--- src/rtl/window_scan_ctrl_if.sv ---
// Handshake bundle between the window scan sequencer, the pixel source,
// the 3x3 line memory and the downstream filter.
interface window_scan_ctrl_if #(
  parameter int ADDR_W = 15
);
  logic              start;
  logic              in_valid;
  logic              in_ready;
  logic              out_ready;
  logic              mem_rst_n;
  logic              mem_wr;
  logic              mem_rd;
  logic [ADDR_W-1:0] win_base;
  logic              out_valid;
  logic [5:0]        out_row;
  logic [8:0]        out_col;
  logic              busy;
  logic              frame_done;

  modport master (
    input  start, in_valid, out_ready,
    output in_ready, mem_rst_n, mem_wr, mem_rd, win_base,
           out_valid, out_row, out_col, busy, frame_done
  );

  modport slave (
    output start, in_valid, out_ready,
    input  in_ready, mem_rst_n, mem_wr, mem_rd, win_base,
           out_valid, out_row, out_col, busy, frame_done
  );
endinterface

--- src/rtl/window_scan_ctrl.sv ---
// Sequencer for the 3x3 window line memory: clear, load one padded frame,
// then read one window per output pixel in raster order under backpressure.
module window_scan_ctrl #(
  parameter int IMG_W  = 256,
  parameter int OUT_H  = 32,
  parameter int ADDR_W = 15
) (
  input  logic                clk,
  input  logic                rst,
  window_scan_ctrl_if.master  bus
);

  localparam int PAD_W = IMG_W + 2;
  localparam int PAD_H = OUT_H + 2;

  localparam logic [ADDR_W-1:0] LD_LAST  = ADDR_W'(PAD_W * PAD_H - 1);
  localparam logic [ADDR_W-1:0] ADDR_ONE = ADDR_W'(1);
  // Moving from the last column to the next row skips the two pad words.
  localparam logic [ADDR_W-1:0] ROW_STEP = ADDR_W'(PAD_W - IMG_W + 1);
  localparam logic [8:0]        COL_LAST = 9'(IMG_W - 1);
  localparam logic [5:0]        ROW_LAST = 6'(OUT_H - 1);

  localparam logic [2:0] S_IDLE  = 3'd0;
  localparam logic [2:0] S_CLR   = 3'd1;
  localparam logic [2:0] S_LOAD  = 3'd2;
  localparam logic [2:0] S_SCAN  = 3'd3;
  localparam logic [2:0] S_DRAIN = 3'd4;
  localparam logic [2:0] S_DONE  = 3'd5;

  logic [2:0]        state_r;
  logic [2:0]        next_s;
  logic [ADDR_W-1:0] ld_cnt_r;
  logic [8:0]        col_r;
  logic [5:0]        row_r;
  logic [ADDR_W-1:0] base_r;
  logic              out_valid_r;
  logic [5:0]        out_row_r;
  logic [8:0]        out_col_r;
  logic              busy_r;
  logic              frame_done_r;
  logic              wr_s;
  logic              rd_s;
  logic              last_win_s;

  // Strobes follow the handshake inputs directly and are killed while rst is high.
  assign wr_s       = !rst && (state_r == S_LOAD) && bus.in_valid;
  assign rd_s       = !rst && (state_r == S_SCAN) && bus.out_ready;
  assign last_win_s = (row_r == ROW_LAST) && (col_r == COL_LAST);

  assign bus.in_ready   = !rst && (state_r == S_LOAD);
  assign bus.mem_wr     = wr_s;
  assign bus.mem_rd     = rd_s;
  assign bus.mem_rst_n  = !rst && (state_r != S_CLR);
  assign bus.win_base   = base_r;
  assign bus.out_valid  = out_valid_r;
  assign bus.out_row    = out_row_r;
  assign bus.out_col    = out_col_r;
  assign bus.busy       = busy_r;
  assign bus.frame_done = frame_done_r;

  // Next-state decode for the frame sequencer.
  always_comb begin
    next_s = state_r;
    case (state_r)
      S_IDLE: begin
        if (bus.start) next_s = S_CLR;
        else           next_s = S_IDLE;
      end
      S_CLR:  next_s = S_LOAD;
      S_LOAD: begin
        if (wr_s && (ld_cnt_r == LD_LAST)) next_s = S_SCAN;
        else                               next_s = S_LOAD;
      end
      S_SCAN: begin
        if (rd_s && last_win_s) next_s = S_DRAIN;
        else                    next_s = S_SCAN;
      end
      S_DRAIN: next_s = S_DONE;
      S_DONE:  next_s = S_IDLE;
      default: next_s = S_IDLE;
    endcase
  end

  // State register plus registered status flags and read-latency tags.
  always_ff @(posedge clk) begin
    if (rst) begin
      state_r      <= S_IDLE;
      busy_r       <= 1'b0;
      frame_done_r <= 1'b0;
      out_valid_r  <= 1'b0;
      out_row_r    <= 6'd0;
      out_col_r    <= 9'd0;
    end else begin
      state_r      <= next_s;
      busy_r       <= (next_s != S_IDLE);
      frame_done_r <= (next_s == S_DONE);
      out_valid_r  <= rd_s;
      out_row_r    <= row_r;
      out_col_r    <= col_r;
    end
  end

  // Load counter and raster position; win_base tracks row*PAD_W+col incrementally.
  always_ff @(posedge clk) begin
    if (rst || (state_r == S_IDLE)) begin
      ld_cnt_r <= '0;
      col_r    <= 9'd0;
      row_r    <= 6'd0;
      base_r   <= '0;
    end else begin
      if (wr_s) begin
        if (ld_cnt_r == LD_LAST) ld_cnt_r <= '0;
        else                     ld_cnt_r <= ld_cnt_r + ADDR_ONE;
      end
      if (rd_s) begin
        if (last_win_s) begin
          col_r  <= 9'd0;
          row_r  <= 6'd0;
          base_r <= '0;
        end else if (col_r == COL_LAST) begin
          col_r  <= 9'd0;
          row_r  <= row_r + 6'd1;
          base_r <= base_r + ROW_STEP;
        end else begin
          col_r  <= col_r + 9'd1;
          base_r <= base_r + ADDR_ONE;
        end
      end
    end
  end

endmodule
--- src/flat_wrapper.sv ---
// flat-port wrapper written by rule: the top's interface ports become plain ports
module window_scan_ctrl_flat 
#(
  parameter int IMG_W  = 256,
  parameter int OUT_H  = 32,
  parameter int ADDR_W = 15
)
  (clk, rst, bus_start, bus_in_valid, bus_out_ready, bus_in_ready, bus_mem_rst_n, bus_mem_wr, bus_mem_rd, bus_win_base, bus_out_valid, bus_out_row, bus_out_col, bus_busy, bus_frame_done);
  window_scan_ctrl_if #(.ADDR_W(ADDR_W)) bus_i ();
  input  logic clk;
  input  logic rst;
  input wire logic [$bits(bus_i.start)-1:0] bus_start;
  input wire logic [$bits(bus_i.in_valid)-1:0] bus_in_valid;
  input wire logic [$bits(bus_i.out_ready)-1:0] bus_out_ready;
  output wire logic [$bits(bus_i.in_ready)-1:0] bus_in_ready;
  output wire logic [$bits(bus_i.mem_rst_n)-1:0] bus_mem_rst_n;
  output wire logic [$bits(bus_i.mem_wr)-1:0] bus_mem_wr;
  output wire logic [$bits(bus_i.mem_rd)-1:0] bus_mem_rd;
  output wire logic [$bits(bus_i.win_base)-1:0] bus_win_base;
  output wire logic [$bits(bus_i.out_valid)-1:0] bus_out_valid;
  output wire logic [$bits(bus_i.out_row)-1:0] bus_out_row;
  output wire logic [$bits(bus_i.out_col)-1:0] bus_out_col;
  output wire logic [$bits(bus_i.busy)-1:0] bus_busy;
  output wire logic [$bits(bus_i.frame_done)-1:0] bus_frame_done;
  assign bus_i.start = bus_start;
  assign bus_i.in_valid = bus_in_valid;
  assign bus_i.out_ready = bus_out_ready;
  assign bus_in_ready = bus_i.in_ready;
  assign bus_mem_rst_n = bus_i.mem_rst_n;
  assign bus_mem_wr = bus_i.mem_wr;
  assign bus_mem_rd = bus_i.mem_rd;
  assign bus_win_base = bus_i.win_base;
  assign bus_out_valid = bus_i.out_valid;
  assign bus_out_row = bus_i.out_row;
  assign bus_out_col = bus_i.out_col;
  assign bus_busy = bus_i.busy;
  assign bus_frame_done = bus_i.frame_done;
  window_scan_ctrl #(.IMG_W(IMG_W), .OUT_H(OUT_H), .ADDR_W(ADDR_W)) u_core (.clk(clk), .rst(rst), .bus(bus_i));
endmodule
--- config.mk ---
export PLATFORM = sky130hd
export DESIGN_NAME = window_scan_ctrl_flat
export DESIGN_NICKNAME = d
export VERILOG_FILES = /design/src/rtl/window_scan_ctrl_if.sv /design/src/rtl/window_scan_ctrl.sv /design/src/flat_wrapper.sv
export SDC_FILE = /design/constraint.sdc
export NUM_CORES = 1
export LEC_CHECK = 0
export CAP_MARGIN = 10
export CORE_UTILIZATION = 58
export DETAILED_ROUTE_END_ITERATION = 8
export PLACE_DENSITY = 0.92
export SKIP_CTS_REPAIR_TIMING = 1
export SYNTH_ARGS = -nofsm -noshare
export SYNTH_HDL_FRONTEND = slang
export SYNTH_SLANG_ARGS = --single-unit
--- constraint.sdc ---
create_clock -name clk -period 5 [get_ports clk]
set_clock_uncertainty 0.1 [all_clocks]
set_input_delay 1 -clock clk [delete_from_list [all_inputs] [get_ports clk]]
set_output_delay 1 -clock clk [all_outputs]
set_load 0.005 [all_outputs]
; Word level (Yosys, flattened, before mapping)
; Cells that the tools add are included.
[totals]
reg_bits = 66
input_bits = 5
output_inout_bits = 37
wordCells = 49
[op_classes]
addsub = 5
n_eq_ne = 9
mux = 11
n_reduce_logical = 14
[op_table]
columns = op, n
row1 = $mux W15, 3
row2 = $add A15 B1 Y15 const B, 2
row3 = $mux W9, 2
row4 = $add A15 B2 Y15 const B, 1
row5 = $eq A15 B14 Y1 const B, 1
row6 = $pmux W3 S5, 1
row7 = $mux W6, 2
row8 = $add A9 B1 Y9 const B, 1
row9 = $eq A9 B8 Y1 const B, 1
row10 = $logic_and A1 B1 Y1, 8
row11 = $add A6 B1 Y6 const B, 1
row12 = $eq A3 B2 Y1 const B, 2
row13 = $eq A3 B3 Y1 const B, 2
row14 = $eq A6 B5 Y1 const B, 1
row15 = $eq A3 B1 Y1 const B, 1
row16 = $logic_not A3 Y1, 1
row17 = $mux W3, 1
row18 = $ne A3 B1 Y1 const B, 1
row19 = $reduce_bool A3 Y1, 1
row20 = $mux W1, 2
row21 = $reduce_and A2 Y1, 1
row22 = $reduce_bool A2 Y1, 1
row23 = $logic_not A1 Y1, 1
row24 = $logic_or A1 B1 Y1, 1

; Depth between registers and ports, before layout
; Gate-level depths: netlist of run 1.
[depth]
word_depth = 7
depth_mapped = 11
mapped_depth_nobuf = 9

; Worst setup path after synthesis of run 1
; Ideal clock, no wire load.
[synth_timing]
path_type = input-to-output
start = input port rst
end = output port bus_mem_rst_n
arrival_ns = 1.900
required_ns = 3.900
setup_slack_ns = 2.000
path_stages = 4
path_buffers = 3
cell_sequence = clkbuf_1 -> clkbuf_1 -> clkbuf_1 -> nor2_1
[synth_between]
elab_chain_len = 2
[synth_rtl]
columns = item, line_no
row1 = from (decl), flat_wrapper.sv:11  ; input logic rst;
row2 = $logic_not A1 Y1, window_scan_ctrl.sv:53  ; assign bus.mem_rst_n = !rst && (state_r != S_CLR);
row3 = $logic_and A1 B1 Y1, window_scan_ctrl.sv:53
row4 = to (decl), flat_wrapper.sv:16  ; output wire logic [$bits(bus_i.mem_rst_n)-1:0] bus_mem_rst_n;
; No other way between the ends.

; Worst setup path in the final report of run 1
[layout_timing]
start = input port rst
end = output port bus_mem_wr
[layout_between]
elab_chain_len = 3
[layout_rtl]
columns = item, line_no
row1 = $logic_not A1 Y1, window_scan_ctrl.sv:46  ; assign wr_s = !rst && (state_r == S_LOAD) && bus.in_valid;
row2 = $logic_and A1 B1 Y1 (2 in a row), window_scan_ctrl.sv:46
row3 = to (decl), flat_wrapper.sv:17  ; output wire logic [$bits(bus_i.mem_wr)-1:0] bus_mem_wr;
; No other way between the ends.

==> run metrics, run 1 <==
Starting Density 0.603; Die X a little over 70 um; Pwr Density approximately 280 nW/um^2; Post-synth EDFFs 0; status finished, final reports clean; DRC 0; port bufs between 40 and 50; Net count, final 369; maxcap violations 0; Final setup viols 0; DR vias around 2,500; startpoint types input pin; Core Rows 25; first-pass detailed-route iteration total 4; CP required roughly 3.9 ns; Worst Slack Setup Final ~1.2 ns; Synth area leaders dfxtp_1 (46%), a21oi_1 (4.7%), nor2_1 (3.4%); DRT iter0 DRCs 148; share of post-route cells with drive strength above 1 0.0659; Yosys cell types 40; mean post-synth cell area roughly 9 sq um; Slew Viols, Final 0; post-synthesis sequential area ratio 0.461; CTS H-tree lvls 3; P_leak 1.10 nW; Vias per Instance 5.74; total grt overflow 0; Hold Slack 0.390 ns; hold crit path type reg2reg; Sink Count between 60 and 70; largest net degree at the start of global routing 34; post-synthesis instance area 2870 sq um; synthesized flop and latch total 66; Arrival @ worst endpoint approximately 2.7 ns; unrepaired setup endpoints after global routing false; crit-path max FO 9; RePlAce Congestion roughly 0.81; Worst Setup End Kind output pin; Worst-Skew Late Latency 0.34 ns; post-route setup TNS 0 ns; die area around 5200 sq um; clk buf depth 2; relative slew slack 0.332; final hold vios 0; Worst-Margin Slew approximately 1.0 ns; Routed WL about 6000 um; core box area 4750 sq um; top-area cell type share of the netlist area 0.461; most frequent cells in the layout dfxtp_1 (66), clkdlybuf4s50_1 (41), a21oi_1 (27); Root Buffer clkbuf_8; multi-input combinational cell area 1440 sq um; DP HPWL around 4100 um; Post-Syn Nets roughly 330; DIE HEIGHT 72.3 um; min cycle time layout 3.81 ns; Async SR Flop Fraction 0; synth warn 0; total power approximately 0.00097 W; GRT Total Usage 0.244; drt wl/cell about 14 um; Ports 42; fillers ~350; clock-pin slew on the worst setup and hold paths 0.07 ns; post-route ant nets 0; TritonCTS clock tree built; fin crit share 0.762; Gate Count Post-Synth ~320; f_max approximately 260 MHz; Yosys top cell by area dfxtp_1; initial antenna violation count 0; Num CTS Buffers 9; kind of critical path in2out; antenna cells 0; VDD IR max ~200 uV; Syn-to-layout area delta 21.7%; global-route wire length before repair between 9000 and 10,000 um; vias in the first global route approximately 2,200; Setup WS pre-CTS around 1.2 ns; Top FF cell, synth dfxtp_1; Storage cell area between 1000 and 1500 sq um; leading cell type in the layout, fill and taps excluded dfxtp_1
cell families after synthesis:
| kind of cell | Yosys count | synth area share |
|---|---|---|
| AO/OA/AOI/OAI | 62 | 0.128 |
| XOR/XNOR | 17 | 0.0519 |
| adder cells (fa/ha/maj) | 5 | 0.0244 |
| buffers and inverters | 26 | 0.0371 |
| flip-flops | 66 | 0.461 |
| AND/OR/NAND/NOR | 145 | 0.297 |
critical path: stages:
cell	delay, ns
clkdlybuf4s50_1	0.47
nor4b_4	0.46
nand2_1	0.20
inv_1	0.09
clkdlybuf4s50_1	0.49
cell usage after synthesis (2+ instances only):
cell type,count
ha_1,4
buf_2,4
or4_1,7
inv_1,10
nand4b_1,2
a21oi_2,2
nor3_1,7
o21ai_0,16
xnor2_1,11
or4_4,2
clkbuf_1,10
nand2_1,18
o21ai_1,2
nor4b_1,3
o31ai_1,10
dfxtp_1,66
nand3_1,14
nand4_1,12
nor3b_1,3
o21a_1,2
and2_1,3
and4_1,7
nor2b_1,15
a21oi_1,27
nor2_1,26
and3_1,2
or3_1,15
xor2_1,6
nor4_1,4
flip-flops by register name, summed over array words and instances, names as in the netlist:
register,flops
u_core.ld_cnt_r,15
u_core.bus.frame_done,1
u_core.state_r,3
u_core.bus.busy,1
u_core.bus.out_col,9
u_core.row_r,6
u_core.col_r,9
u_core.bus.out_valid,1
u_core.bus.out_row,6
u_core.bus.win_base,15
path summary, 6_finish.rpt:
path | from | to | slack [ns] | cells past startpoint
setup reg to reg | u_core.col_r[0] | u_core.bus.win_base[9] | 1.79 | 9
hold / removal | u_core.col_r[8] | u_core.bus.out_col[8] | 0.39 | 1
setup / recovery | rst | bus_mem_wr | 1.19 | 5
hold reg to reg | u_core.col_r[8] | u_core.bus.out_col[8] | 0.39 | 1
report_power, final:
part	internal [W]	switching, W	total (W)	leakage [nW]
Clock	0.000206	0.000198	0.000405	0.0924
Combinational	0.0000139	0.0000230	0.0000369	0.476
Sequential	0.000528	0.00000288	0.000531	0.532
Total	0.000748	0.000224	0.000972	1.10
per-stage QoR:
step           std cells  utilization  area, sq um
2_1_floorplan        321            -         2870
3_3_place_gp         415        0.696         3310
3_5_place_dp         415        0.696         3310
4_1_cts              431        0.734         3490
5_1_grt              431        0.734         3490
6_report             431        0.734         3490
routing by layer:
layer / vias up / global-route usage / wire length [um]
li1: 1234 / - / -
met1: 1163 / 0.288 / 2660
met2: 69 / 0.416 / 3040
met3: 9 / 0.0528 / 258
met4: 0 / 0.129 / 119
met5: - / 0 / 0
final cells by class:
type                       count  area share
clock buffer                  12      0.0445
clock inverter                 4     0.00753
inverter                      10      0.0108
multi-input combinational    229       0.412
sequential                    66       0.379
tap                           67      0.0240
timing repair buffer          43       0.122
No activity file was read; power rests on OpenSTA's default activity.
==> run 2, diff against run 1 <==
Settings changed: CORE_UTILIZATION 58 to 54, PLACE_DENSITY 0.92 to 0.87.
Clock period 5 ns to 3.95 ns, I/O delays scaled along.
==> run metrics, run 2 (synthesis results as in run 1) <==
DRT iter0 DRCs 104 (-30%); total grt overflow 0 (unchanged); Die X 74.9 um (+3.5%); Placed Area 3330 sq um (+0.79%); NetSw 0.000310 W (+38%); biggest cell delay along the critical path 0.57 ns (+0.08 ns); post-route cell area 3530 sq um (+1.3%); Worst Setup End Kind output pin; critical path's most frequent cell clkdlybuf4s50_1; CP max-delay cell clkdlybuf4s50_1; Starting Density 0.561 (-0.0417); sw frac 0.240 (+0.00939); VDD IR max 309 uV (+56%); antenna cells 0 (unchanged); Ports 42 (unchanged); met2 WL 3040 um (-0.13%); Hold Path End u_core.bus.out_col[8]; vias in the first global route 2,243 (-0.27%); CTS H-tree lvls 3 (unchanged); DP HPWL 4080 um (-1.1%); port bufs 41 (unchanged); die area 5600 sq um (+7.2%); Worst-Margin Slew 0.752 ns (-0.244 ns); CP required 3.06 ns (-0.84 ns); Reg2Reg Depth 9 (unchanged); Vias per Instance 5.68 (-1.1%); RR Endpoint u_core.bus.win_base[9]; relative slew slack 0.499 (+0.167); Comb power frac 0.038 (about the same); Pwr Density 366 nW/um^2 (+31%); internal reg-to-reg setup slack 0.88 ns (-0.91 ns); min cycle time layout about 3.3 ns; maxcap violations 0 (unchanged); P_leak 1.11 nW (+0.91%); Arrival @ worst endpoint 2.37 ns (-0.34 ns); Sequential Power Share 0.519 (-0.027); post-route ant nets 0 (unchanged); clock-pin slew on the worst setup and hold paths 0.07 ns (about the same); Syn-to-layout area delta 23.3%; clk buf depth 2 (unchanged); total power 0.00129 W (+33%); worst-path cell chain clkdlybuf4s50_1, nor4b_4, nand2_1, inv_1, clkdlybuf4s50_1; reg-to-reg critical path startpoint u_core.col_r[0]; WL met3 259 um (+0.39%); crit-path max FO 6 (-3); status finished, final reports clean; most frequent cells in the layout dfxtp_1 (66), clkdlybuf4s50_1 (41), a21oi_1 (27); Pint 0.000982 W (+31%); Slew Viols, Final 0 (unchanged); share of post-route cells with drive strength above 1 0.0763 (+0.0104); hold path cells 1 (unchanged); RePlAce Congestion 0.836 (+3.0%); Root Buffer clkbuf_8; post-route setup TNS 0 ns (unchanged); Routed WL 6070 um (-0.20%); Core Rows 26 (+4.0%); highest metal used met4; Net count, final 372 (+0.81%); largest net degree at the start of global routing 30 (-12%); Num CTS Buffers 9 (unchanged); global-route wire length before repair 9840 um (unchanged); Metal-1 WL 2690 um (+1.2%); fin crit share 0.826; drt wl/cell 13.9 um (-1.6%); core box area 5110 sq um (+7.4%); Hold Crit Start u_core.col_r[8]; clock power share 0.443 (+0.027); Final setup viols 0 (unchanged); kind of critical path in2out; DRC 0 (unchanged); first-pass detailed-route iteration total 5 (+1); hold crit path type reg2reg; TritonCTS clock tree built; DIE HEIGHT 74.9 um (+3.5%); f_max ~300 MHz; initial antenna violation count 0 (unchanged); Worst-Skew Late Latency 0.35 ns (about the same); leading cell type in the layout, fill and taps excluded dfxtp_1; DR vias 2,481 (+0.24%); startpoint types input pin; GRT Total Usage 0.234 (-0.0102); unrepaired setup endpoints after global routing false; Sink Count 66 (unchanged); final hold vios 0 (unchanged)
[run 2: cell types whose count changed in the layout (fill, tap and decap cells not counted)]
cell,change
clkinvlp_4,+3
buf_4,+3
inv_6,+2
clkbuf_8,-2
clkbuf_1,-1
bufinv_16,+1
clkinv_4,-1
clkinv_2,-2
[run 2: through the flow]
step	utilization	setup slack (ns)	std cells	hold slack, ns
2_1_floorplan	-	1.25	321	0.353
3_3_place_gp	0.653	0.700	421	0.361
3_5_place_dp	0.653	0.668	421	0.369
4_1_cts	0.692	0.658	437	0.378
5_1_grt	0.692	0.612	437	0.399
6_report	0.692	0.687	437	0.378
[run 2: power groups by stage]
stage | Clock [W] | Sequential, W | Combinational [W]
after floorplan | 0 | 0.000686 | 0.0000301
after global placement | 0 | 0.000687 | 0.0000472
after detailed placement | 0 | 0.000687 | 0.0000488
after CTS | 0.000587 | 0.000671 | 0.0000488
after global routing | 0.000615 | 0.000672 | 0.0000529
final | 0.000573 | 0.000671 | 0.0000486
[run 2: how the worst max path moves through the flow]
stage          depth (start not counted)  slack (ns)                       to       startpoint
2_1_floorplan                         11        1.25  u_core.bus.win_base[13]  u_core.col_r[0]
3_3_place_gp                           5        0.70               bus_mem_wr              rst
3_5_place_dp                           5        0.67               bus_mem_wr              rst
4_1_cts                                5        0.66               bus_mem_wr              rst
5_1_grt                                5        0.61               bus_mem_wr              rst
6_report                               5        0.69               bus_mem_wr              rst
[run 2: layout make-up]
type	instances	area, sq um
Inverter	10	37.5
Fill cell	435	1570
Sequential cell	66	1320
Clock inverter	7	77.6
Timing Repair Buffer	46	448
Clock buffer	9	124
Tap cell	70	87.6
Multi-Input combinational cell	229	1440
[run 2: worst max-delay path: cells and delay by family]
| kind | cells | cell delay, ns |
|---|---|---|
| buffers and inverters | 3 | 1.14 |
| AND/OR/NAND/NOR | 2 | 0.44 |
[run 2: layer usage]
metal / vias up / global-route usage
met2: 56 / 0.390
met5: - / 0
met4: 0 / 0.0985
met3: 9 / 0.0817
li1: 1241 / -
met1: 1175 / 0.274
==> run 3, diff against run 2 <==
Clock period 3.95 ns to 3.2 ns, I/O delays scaled along.
==> run metrics, run 3 (synthesis results as in run 1) <==
status finished, final reports clean; fillers 410 (-5.7%); P_leak 1.13 nW (+2.1%); largest net degree at the start of global routing 22 (-27%); DRC 0 (unchanged); RePlAce Congestion 0.807 (-3.5%); min cycle time layout between 2 and 3 ns; startpoint types input pin; most frequent cells in the layout dfxtp_1 (66), clkdlybuf4s50_1 (41), a21oi_1 (27); drt wl/cell 14.0 um (+1.1%); initial antenna violation count 0 (unchanged); share of post-route cells with drive strength above 1 0.0838 (+0.00749); leading cell type in the layout, fill and taps excluded dfxtp_1; DP HPWL 4240 um (+3.9%); CTS H-tree lvls 3 (unchanged); fin crit share 0.910; Die X 74.9 um (unchanged); GRT Total Usage 0.242 (+0.00788); core box area 5110 sq um (unchanged); Arrival @ worst endpoint 2.17 ns (-0.20 ns); Reg2Reg Depth 9 (unchanged); Vias per Instance 5.63 (-0.88%); Slew Viols, Final 0 (unchanged); hold crit path type reg2reg; Worst-Margin Slew 0.629 ns (-0.123 ns); antenna cells 0 (unchanged); post-route ant nets 0 (unchanged); final core utilization 0.696 (+0.00416); Core Rows 26 (unchanged); kind of critical path in2out; Ports 42 (unchanged); vias in the first global route 2,244 (+0.045%); relative slew slack 0.578 (+0.0791); CP required 2.46 ns (-0.60 ns); DIE HEIGHT 74.9 um (unchanged); maxcap violations 0 (unchanged); crit-path max FO 5 (-1); f_max ~340 MHz; Num CTS Buffers 9 (unchanged); Syn-to-layout area delta 24.1%; unrepaired setup endpoints after global routing false; clk buf depth 2 (unchanged); die area 5600 sq um (unchanged); hold path cells 1 (unchanged); post-route setup TNS 0 ns (unchanged); DR vias 2,476 (-0.20%); first-pass detailed-route iteration total 4 (-1); TritonCTS clock tree built; Pwr Density 443 nW/um^2 (+21%); Routed WL 6170 um (+1.8%); total grt overflow 0 (unchanged); Root Buffer clkbuf_8; Sink Count 66 (unchanged); VDD IR max 355 uV (+15%); port bufs 41 (unchanged); DRT iter0 DRCs 102 (-1.9%); clock-pin slew on the worst setup and hold paths 0.07 ns (about the same); Final setup viols 0 (unchanged); final hold vios 0 (unchanged); Worst Setup End Kind output pin; Worst-Skew Late Latency 0.34 ns (about the same); global-route wire length before repair 10,200 um (+3.4%); Starting Density 0.561 (unchanged); Net count, final 376 (+1.1%)
[run 3: cell types whose count changed in the layout (fill, tap and decap cells not counted)]
cell,delta
clkinvlp_4,-2
inv_6,-2
buf_4,+4
clkbuf_8,+1
clkinv_2,+2
[run 3: worst max-delay path, stage by stage]
cell,delay [ns]
clkdlybuf4s50_1,0.54
nor4b_4,0.27
nand2_1,0.14
inv_1,0.08
clkdlybuf4s50_1,0.50
[run 3: per-stage QoR]
step                      hold slack, ns  instances  setup slack, ns  cell area, sq um  power (W)
final                              0.382        440            0.287              3560    0.00158
after global routing               0.411        440            0.163              3560    0.00163
after floorplan                    0.353        321            0.499              2870   0.000884
after detailed placement           0.372        425            0.294              3360   0.000912
after global placement             0.364        425            0.314              3360   0.000910
after CTS                          0.383        440            0.252              3560    0.00159
[run 3: final timing paths]
kind / slack, ns / startpoint / to
worst min-delay path: 0.38 / u_core.col_r[8] / u_core.bus.out_col[8]
worst min register to register: 0.38 / u_core.col_r[8] / u_core.bus.out_col[8]
worst max register to register: 0.46 / u_core.col_r[1] / u_core.bus.win_base[9]
worst max-delay path: 0.29 / rst / bus_mem_wr
[run 3: layout make-up]
| class | count | area (sq um) | area share |
|---|---|---|---|
| flip-flops and latches | 66 | 1320 | 0.372 |
| clock inverters | 5 | 55.1 | 0.0155 |
| clock buffers | 10 | 138 | 0.0387 |
| well taps | 70 | 87.6 | 0.0246 |
| inverters | 10 | 37.5 | 0.0106 |
| multi-input cells | 229 | 1440 | 0.405 |
| repair buffers | 50 | 478 | 0.134 |
[run 3: power by group]
group,switching [W],internal [W]
registers,0.00000496,0.000825
logic,0.0000375,0.0000267
clock network,0.000308,0.000373
[run 3: layer usage]
layer | routed length [um] | up-vias | track usage
li1 | - | 1245 | -
met1 | 2770 | 1165 | 0.285
met5 | 0 | - | 0
met4 | 147 | 0 | 0.101
met2 | 3010 | 50 | 0.407
met3 | 245 | 16 | 0.0776
